--- config.mk ---
export PLATFORM = sky130hd
export DESIGN_NAME = im_sram_loader_flat
export DESIGN_NICKNAME = d
export VERILOG_FILES = /design/src/rtl/im_sram_loader_if.sv /design/src/rtl/im_sram_loader.sv /design/src/flat_wrapper.sv
export SDC_FILE = /design/constraint.sdc
export NUM_CORES = 1
export LEC_CHECK = 0
export CORE_AREA = 2 2 404 406
export DETAILED_ROUTE_END_ITERATION = 10
export DIE_AREA = 0 0 406 408
export GPL_ROUTABILITY_DRIVEN = 1
export GPL_TIMING_DRIVEN = 0
export PLACE_DENSITY = 0.33
export SLEW_MARGIN = 20
export SYNTH_ARGS = -nofsm -noshare
export SYNTH_HDL_FRONTEND = slang
export SYNTH_SLANG_ARGS = --single-unit
--- constraint.sdc ---
create_clock -name clk -period 2.6 [get_ports clk]
set_input_delay 0.26 -clock clk [delete_from_list [all_inputs] [get_ports clk]]
set_output_delay 0.26 -clock clk [all_outputs]
set_load 0.01 [all_outputs]
--- src/rtl/im_sram_loader_if.sv ---
// Source-word handshake and IM SRAM write port bundle
// for the item-memory loader.
interface im_sram_loader_if #(
  parameter int FOLD_WIDTH      = 500,
  parameter int SRAM_ADDR_WIDTH = 10
);
  logic                       in_valid;
  logic                       in_ready;
  logic [FOLD_WIDTH-1:0]      in_data;
  logic                       we;
  logic [SRAM_ADDR_WIDTH-1:0] im_write_addr;
  logic [FOLD_WIDTH-1:0]      im_din;

  modport master (
    output in_valid, in_data,
    input  in_ready, we, im_write_addr, im_din
  );

  modport slave (
    input  in_valid, in_data,
    output in_ready, we, im_write_addr, im_din
  );
endinterface

--- src/rtl/im_sram_loader.sv ---
// Streams folded IM words from a valid/ready source into the
// IM SRAM write port, always in fold-major address layout.
module im_sram_loader #(
  parameter int NUM_CHANNELS    = 214,
  parameter int NUM_FOLDS       = 4,
  parameter int FOLD_WIDTH      = 500,
  parameter int SRAM_ADDR_WIDTH = 10,
  parameter int BASE_ADDR       = 0,
  localparam int TOTAL = NUM_CHANNELS * NUM_FOLDS,
  localparam int CNT_W = $clog2(TOTAL + 1)
) (
  input  logic             clk,
  input  logic             rst,
  input  logic             start,
  input  logic             order_ch_major,
  im_sram_loader_if.slave  bus,
  output logic             load_done,
  output logic [CNT_W-1:0] word_count
);
  localparam int AW   = SRAM_ADDR_WIDTH;
  localparam int CH_W = (NUM_CHANNELS > 1) ? $clog2(NUM_CHANNELS) : 1;
  localparam int FD_W = (NUM_FOLDS > 1) ? $clog2(NUM_FOLDS) : 1;

  typedef enum logic [1:0] {IDLE, LOAD, DONE} state_e;

  state_e                state_q;
  logic [CH_W-1:0]       c_q, c_d;
  logic [FD_W-1:0]       f_q, f_d;
  logic [AW-1:0]         fbase_q, fbase_d;
  logic [AW-1:0]         addr_q, addr_d;
  logic [FOLD_WIDTH-1:0] din_q;
  logic [CNT_W-1:0]      cnt_q;
  logic                  order_q, we_q, done_q;
  logic                  xfer, last_c, last_f, term;

  assign bus.in_ready = (state_q == LOAD) & ~start;
  assign xfer   = bus.in_valid & bus.in_ready;
  assign last_c = (c_q == CH_W'(NUM_CHANNELS - 1));
  assign last_f = (f_q == FD_W'(NUM_FOLDS - 1));
  assign term   = last_c & last_f;

  // fbase_q tracks f*NUM_CHANNELS so no multiplier is needed
  assign addr_d = AW'(BASE_ADDR) + fbase_q + AW'(c_q);

  always_comb begin
    c_d     = c_q;
    f_d     = f_q;
    fbase_d = fbase_q;
    if (!order_q) begin
      if (last_c) begin
        c_d     = '0;
        f_d     = f_q + 1'b1;
        fbase_d = fbase_q + AW'(NUM_CHANNELS);
      end else begin
        c_d = c_q + 1'b1;
      end
    end else begin
      if (last_f) begin
        f_d     = '0;
        fbase_d = '0;
        c_d     = c_q + 1'b1;
      end else begin
        f_d     = f_q + 1'b1;
        fbase_d = fbase_q + AW'(NUM_CHANNELS);
      end
    end
  end

  always_ff @(posedge clk) begin
    if (rst) begin
      state_q <= IDLE;
      c_q     <= '0;
      f_q     <= '0;
      fbase_q <= '0;
      order_q <= 1'b0;
      we_q    <= 1'b1;
      addr_q  <= '0;
      din_q   <= '0;
      done_q  <= 1'b0;
      cnt_q   <= '0;
    end else begin
      we_q <= ~xfer;
      if (start) begin
        state_q <= LOAD;
        c_q     <= '0;
        f_q     <= '0;
        fbase_q <= '0;
        order_q <= order_ch_major;
        done_q  <= 1'b0;
        cnt_q   <= '0;
      end else if (xfer) begin
        addr_q  <= addr_d;
        din_q   <= bus.in_data;
        c_q     <= c_d;
        f_q     <= f_d;
        fbase_q <= fbase_d;
        if (cnt_q != CNT_W'(TOTAL))
          cnt_q <= cnt_q + 1'b1;
        if (term) begin
          state_q <= DONE;
          done_q  <= 1'b1;
        end
      end
    end
  end

  assign bus.we            = we_q;
  assign bus.im_write_addr = addr_q;
  assign bus.im_din        = din_q;
  assign load_done         = done_q;
  assign word_count        = cnt_q;
endmodule

--- src/flat_wrapper.sv ---
// flat-port wrapper written by rule: the top's interface ports become plain ports
module im_sram_loader_flat 
#(
  parameter int NUM_CHANNELS    = 214,
  parameter int NUM_FOLDS       = 4,
  parameter int FOLD_WIDTH      = 500,
  parameter int SRAM_ADDR_WIDTH = 10,
  parameter int BASE_ADDR       = 0,
  localparam int TOTAL = NUM_CHANNELS * NUM_FOLDS,
  localparam int CNT_W = $clog2(TOTAL + 1)
)
  (clk, rst, start, order_ch_major, load_done, word_count, bus_in_valid, bus_in_data, bus_in_ready, bus_we, bus_im_write_addr, bus_im_din);
  im_sram_loader_if #(.FOLD_WIDTH(FOLD_WIDTH), .SRAM_ADDR_WIDTH(SRAM_ADDR_WIDTH)) bus_i ();
  input  logic clk;
  input  logic rst;
  input  logic start;
  input  logic order_ch_major;
  output logic load_done;
  output logic [CNT_W-1:0] word_count;
  input wire logic [$bits(bus_i.in_valid)-1:0] bus_in_valid;
  input wire logic [$bits(bus_i.in_data)-1:0] bus_in_data;
  output wire logic [$bits(bus_i.in_ready)-1:0] bus_in_ready;
  output wire logic [$bits(bus_i.we)-1:0] bus_we;
  output wire logic [$bits(bus_i.im_write_addr)-1:0] bus_im_write_addr;
  output wire logic [$bits(bus_i.im_din)-1:0] bus_im_din;
  assign bus_i.in_valid = bus_in_valid;
  assign bus_i.in_data = bus_in_data;
  assign bus_in_ready = bus_i.in_ready;
  assign bus_we = bus_i.we;
  assign bus_im_write_addr = bus_i.im_write_addr;
  assign bus_im_din = bus_i.im_din;
  im_sram_loader #(.NUM_CHANNELS(NUM_CHANNELS), .NUM_FOLDS(NUM_FOLDS), .FOLD_WIDTH(FOLD_WIDTH), .SRAM_ADDR_WIDTH(SRAM_ADDR_WIDTH), .BASE_ADDR(BASE_ADDR)) u_core (.clk(clk), .rst(rst), .start(start), .order_ch_major(order_ch_major), .bus(bus_i), .load_done(load_done), .word_count(word_count));
endmodule
==> results.json, run 1 <==
{
  "outcome": "finished clean",
  "worstRegToRegCells": 5,
  "r2r_slack_ns": 0.29,
  "synth_area_leaders": "dfxtp_1 (56%), nand2_1 (20%), a21oi_1 (14%), buf_2 (2.6%), clkbuf_1 (1.2%)",
  "drcViolationCount": 0,
  "syn_inst": 2425,
  "power.leakage_uw": 0.0117,
  "place.detailed.hpwl_um": 95300,
  "vias_per_cell": 3.53,
  "required_ns": 2.34,
  "antenna_found_initial": 26,
  "rsz0062_at_grt": "false",
  "setup_viol_count_final": 0,
  "core_area_mm2": 0.162,
  "h-tree-depth": 3,
  "worstReg2RegEnd": "u_core.bus.we",
  "track_usage_pct": 13.8,
  "io_buffer_count": 1027,
  "final_util_pct": 21.6,
  "ys_seq_area_share_pct": 56.3,
  "routed_wl_um": 119000,
  "hold_depth": 3,
  "cp.buffers_inverters": 1,
  "firstDrtPassIters": 5,
  "grt_pass1_vias": 20162,
  "path_cells": "and3_2, clkdlybuf4s50_1",
  "path_delay_family": "buffers and inverters",
  "placedCellCount": 5628,
  "ys_dominant_reg_cell": "dfxtp_1",
  "grt_max_degree": 20,
  "num_vias": 20396,
  "end_kind": "primary output",
  "hold_path_class": "primary input to flop",
  "clockBufferDepth": 3,
  "p_per_area_mw_per_mm2": 624,
  "synth_top_area_share_pct": 56.3,
  "critPathLaunchType": "flop",
  "rows": 148,
  "holdPathEnd": "u_core.bus.im_din[7]",
  "drv_cap": 0,
  "start_util_pct": 11.9,
  "drv_slew": 0,
  "die_h_um": 408,
  "hold_ws_ns": 0.145,
  "synthArstFlopShare_pct": 0,
  "synth_area_mm2": 0.0193,
  "fin_skew_ns": 0.0199,
  "min_from": "bus_in_data[7]",
  "hold_viol": 0,
  "syn_area_per_cell_um2": 7.96,
  "grt_overflow": 0,
  "dieArea_mm2": 0.166,
  "timing_worst_setup_path_type": "flop to primary output",
  "stdcell_count": 5778,
  "yosys_warnings": 0,
  "dieWidth_um": 406,
  "ir_drop_v": 0.000438,
  "antenna_left": 0,
  "num_io_pins": 1028,
  "synth_top_cell_by_area": "dfxtp_1",
  "cts_tree": "built",
  "cpPeakStageDelay_ns": 0.60,
  "cp_slowest_cell": "clkdlybuf4s50_1",
  "clkLatencyLatePin_ns": 0.66,
  "path_clk_slew_ns": 0.06,
  "cp.arrival_ns": 2.08,
  "wl_per_cell_um": 20.7,
  "post-route-period-util_pct": 90.1,
  "max_freq_mhz": 427,
  "grt_pass1_wl_um": 161000,
  "ys_seq_elements": 543,
  "synth_edf_count": 0,
  "final_nets": 4049,
  "gp_congestion": 0.822,
  "ys_types": 51,
  "drive_above_1_share_pct": 6.75,
  "drtIter0Drc": 941,
  "worstMarginPinSlew_ns": 0.999,
  "area_growth_syn_to_layout_pct": 81.1,
  "cts.sinks": 543,
  "synth_fp_nets": 2944,
  "max_slew_margin_pct": 33.4,
  "r2r-start": "u_core.state_q[0]",
  "finalCriticalPeriod_ns": 2.34,
  "numCtsBuffers": 76,
  "crit_fanout": 4,
  "root_buffer": "clkbuf_16"
}
[worst max path at each step]
stage,to,startpoint,cells after the start,slack [ns]
floorplan,u_core.bus.im_write_addr[6],u_core.fbase_q[1],7,0.81
global placement,u_core.bus.im_din[353],rst,5,-1.04
finish,bus_in_ready,u_core.state_q[0],2,0.26
CTS,u_core.bus.im_write_addr[4],u_core.load_done,6,0.16
detailed placement,u_core.bus.im_din[92],start,7,-0.64
global route,u_core.bus.im_din[91],rst,5,0.08
[layer usage]
metal | vias to the layer above | part of all wire (%) | wire length [µm] | track usage (%)
li1 | 10102 | - | - | -
met1 | 9514 | 40 | 48200 | 15.9
met2 | 623 | 49 | 58700 | 23.8
met3 | 143 | 8.1 | 9670 | 4.96
met4 | 14 | 2.4 | 2850 | 4.26
met5 | - | 0.068 | 81 | 0
[cells in the mapped netlist, types with 2 or more instances]
library cell and count:
a211oi_1 3, a21oi_1 521, a31oi_1 2, and2_1 2
and3_1 4, buf_2 102, buf_4 9, clkbuf_1 63
dfxtp_1 543, ha_1 13, inv_1 11, mux2i_1 3
nand2_1 1024, nand3_1 5, nand3b_1 2, nand4_1 5
nor2_1 34, nor3_1 5, nor4_1 2, nor4b_1 4
o21a_1 4, o21ai_0 8, o31a_1 2, or3_1 5
or3b_1 3, or4_1 2, xnor2_1 9, xor2_1 12
[stage by stage]
stage	power (µW)	setup TNS, ns	setup WS [ns]	instance area (µm²)
6_report	21800	0	0.258	35000
2_1_floorplan	9450	0	0.813	19300
3_3_place_gp	11100	-291.03	-1.04	32300
5_1_grt	22800	0	0.0773	35000
3_5_place_dp	11100	-101.33	-0.640	32300
4_1_cts	22400	0	0.160	34900
[flip-flops by register name, indices dropped and copies added (netlist names)]
signal,flops
u_core.bus.im_din,500
u_core.bus.im_write_addr,10
u_core.word_count,10
u_core.fbase_q,9
u_core.c_q,8
u_core.f_q,2
u_core.bus.we,1
u_core.load_done,1
u_core.order_q,1
u_core.state_q,1
[cell families after synthesis]
logic type,count (synthesis),synth area share [%]
mux,4,0.214
fa+ha+maj,14,0.946
compound gates,551,14.7
buf+inv,185,4.43
other cells,1,0.0194
simple gates,1106,22.4
xor+xnor,21,0.952
flops,543,56.3
[report_power, final]
part | internal, µW | switching [µW] | total (µW) | leakage, µW
Combinational | 1210 | 1010 | 2220 | 0.00600
Sequential | 8540 | 128 | 8670 | 0.00440
Clock | 6590 | 4340 | 10900 | 0.00127
[timing repair]
action / in CTS / in global routing
buffers inserted: 0 / 0
endpoints found under the hold margin: 0 / 0
resized for setup: 2 / 0
hold buffers: 0 / 0
setup endpoints to repair: 3 / 0
[worst min-delay path: stages]
cell and delay [ns]:
clkdlybuf4s50_1 0.39, nand2_1 0.06, a21oi_1 0.05
[area by class of cell]
class,count,area [µm²]
fillers,18095,127000
flip-flops and latches,543,10900
repair buffers,1028,10300
multi-input cells,1697,7600
well taps,2175,2720
clock buffers,115,2290
plain buffers,173,811
clock inverters,20,310
inverters,11,41.3
diodes,16,40.0
[cell usage in the layout (no fill, tap or decap), types with 12 or more instances in the layout]
cell	instances
a21oi_1	521
clkbuf_8	22
ha_1	13
diode_2	16
clkdlybuf4s50_1	1027
clkbuf_16	77
nor2_1	34
xor2_1	12
nand2_1	1023
buf_2	101
clkbuf_1	78
dfxtp_1	543
Note: power is estimated with default switching activity, not from simulation.
==> run 2: changes to the inputs <==
Settings changed: CORE_AREA 2 2 404 406 to 2 2 405 407, DIE_AREA 0 0 406 408 to 0 0 407 409, PLACE_DENSITY 0.33 to 0.32.
==> results.json, run 2 (same netlist as run 1, synthesis figures left out) <==
{
  "worstMarginPinSlew_ns": 0.823,
  "fin_skew_ns": 0.0548,
  "wl_per_cell_um": 20.9,
  "cts_hold_buf": 0,
  "use_met2_pct": 23.6,
  "root_buffer": "clkbuf_16",
  "cp_slowest_cell": "clkdlybuf4s50_1",
  "outcome": "finished clean",
  "drcViolationCount": 0,
  "numCtsBuffers": 76,
  "clockBufferDepth": 3,
  "cts.repair.resized": 0,
  "cpPeakStageDelay_ns": 1.03,
  "track_usage_pct": 13.9,
  "busiest_layer": "met2",
  "layout_common_cells": "clkdlybuf4s50_1 (1027), nand2_1 (1024), dfxtp_1 (543)",
  "place.detailed.hpwl_um": 97300,
  "finalCriticalPeriod_ns": 2.30,
  "dieArea_mm2": 0.166,
  "die_h_um": 409,
  "grt_max_degree": 14,
  "end_kind": "primary output",
  "max_freq_mhz": 434,
  "rsz0062_at_grt": "false",
  "grt_pass1_wl_um": 163000,
  "num_vias": 20294,
  "required_ns": 2.34,
  "io_buffer_count": 1027,
  "hold_ws_ns": 0.107,
  "timing_worst_setup_path_type": "flop to primary output",
  "ff_latch_area_mm2": 0.0109,
  "hold_viol": 0,
  "multi_input_area_mm2": 0.00759,
  "met3_usage_pct": 5.41,
  "p_per_area_mw_per_mm2": 620,
  "drive_above_1_share_pct": 6.52,
  "hold_path_class": "primary input to flop",
  "antenna_found_initial": 20,
  "fill_cells": 18033,
  "rows": 148,
  "post-route-period-util_pct": 88.6,
  "setup_viol_count_final": 0,
  "cp.buffers_inverters": 1,
  "core_area_mm2": 0.162,
  "final_util_pct": 21.5,
  "drv_cap": 0,
  "crit_fanout": 2,
  "firstDrtPassIters": 5,
  "grtUsageMet1_pct": 15.8,
  "grt_overflow": 0,
  "cts_tree": "built",
  "path_clk_slew_ns": 0.06,
  "largest_reg_flops": 500,
  "routed_wl_um": 121000,
  "start_util_pct": 11.9,
  "cp.arrival_ns": 2.04,
  "h-tree-depth": 3,
  "gp_congestion": 0.856,
  "max_slew_margin_pct": 45.0,
  "cts.sinks": 543,
  "drtIter0Drc": 939,
  "drv_slew": 0,
  "stdcell_count": 5776,
  "r2r_slack_ns": 0.34,
  "place_ws_ns": -0.464,
  "area_growth_syn_to_layout_pct": 80.6,
  "num_io_pins": 1028,
  "path_delay_family": "buffers and inverters",
  "final_nets": 4049,
  "clkLatencyLatePin_ns": 0.69,
  "power.leakage_uw": 0.0116,
  "placedCellCount": 5627,
  "antenna_left": 0,
  "mostFrequentLayoutCell": "clkdlybuf4s50_1",
  "dieWidth_um": 407,
  "path_cells": "clkdlybuf4s50_1",
  "vias_per_cell": 3.51,
  "critPathLaunchType": "flop",
  "grt_pass1_vias": 20318,
  "layout_setup_ws_ns": 0.296,
  "postCtsSetupBuffers": 0,
  "ir_drop_v": 0.000434
}
[run 2: cell types whose count changed in the layout (fill, tap and decap cells not counted), sizes merged]
cell / before / now
clkbuf: 178 / 179
clkinv: 11 / 14
diode: 16 / 12
bufinv: 5 / 3
[run 2: layout make-up]
cell class,instances,area share (%)
antenna,12,0.0861
buffer,174,2.34
clock buffer,116,6.34
clock inverter,21,0.936
inverter,11,0.118
multi-input combinational,1697,21.7
sequential,543,31.2
tap,2175,7.80
timing repair buffer,1027,29.5
[run 2: power by group]
group	internal, µW	switching [µW]
registers	8540	136
logic	1210	1000
clock network	6240	4500
[run 2: final timing paths]
kind                                    start                          end  cells past startpoint
setup / recovery  u_core.bus.im_write_addr[7]         bus_im_write_addr[7]                      1
hold / removal               bus_in_data[362]       u_core.bus.im_din[362]                      3
setup reg to reg             u_core.load_done  u_core.bus.im_write_addr[4]                      6
hold reg to reg        u_core.bus.im_din[434]       u_core.bus.im_din[434]                      2
[run 2: metal layers]
metal | vias to the layer above | wire [µm]
li1 | 10095 | -
met1 | 9416 | 48100
met2 | 629 | 58600
met3 | 142 | 11100
met4 | 12 | 3090
met5 | - | 72
[run 2: metrics by stage]
step / area [µm²] / TNS [ns] / power (µW)
2_1_floorplan: 19300 / 0 / 9450
3_3_place_gp: 32300 / -314.22 / 11100
3_5_place_dp: 32300 / -115.02 / 11100
4_1_cts: 34900 / 0 / 22200
5_1_grt: 34900 / 0 / 22600
6_report: 34900 / 0 / 21600
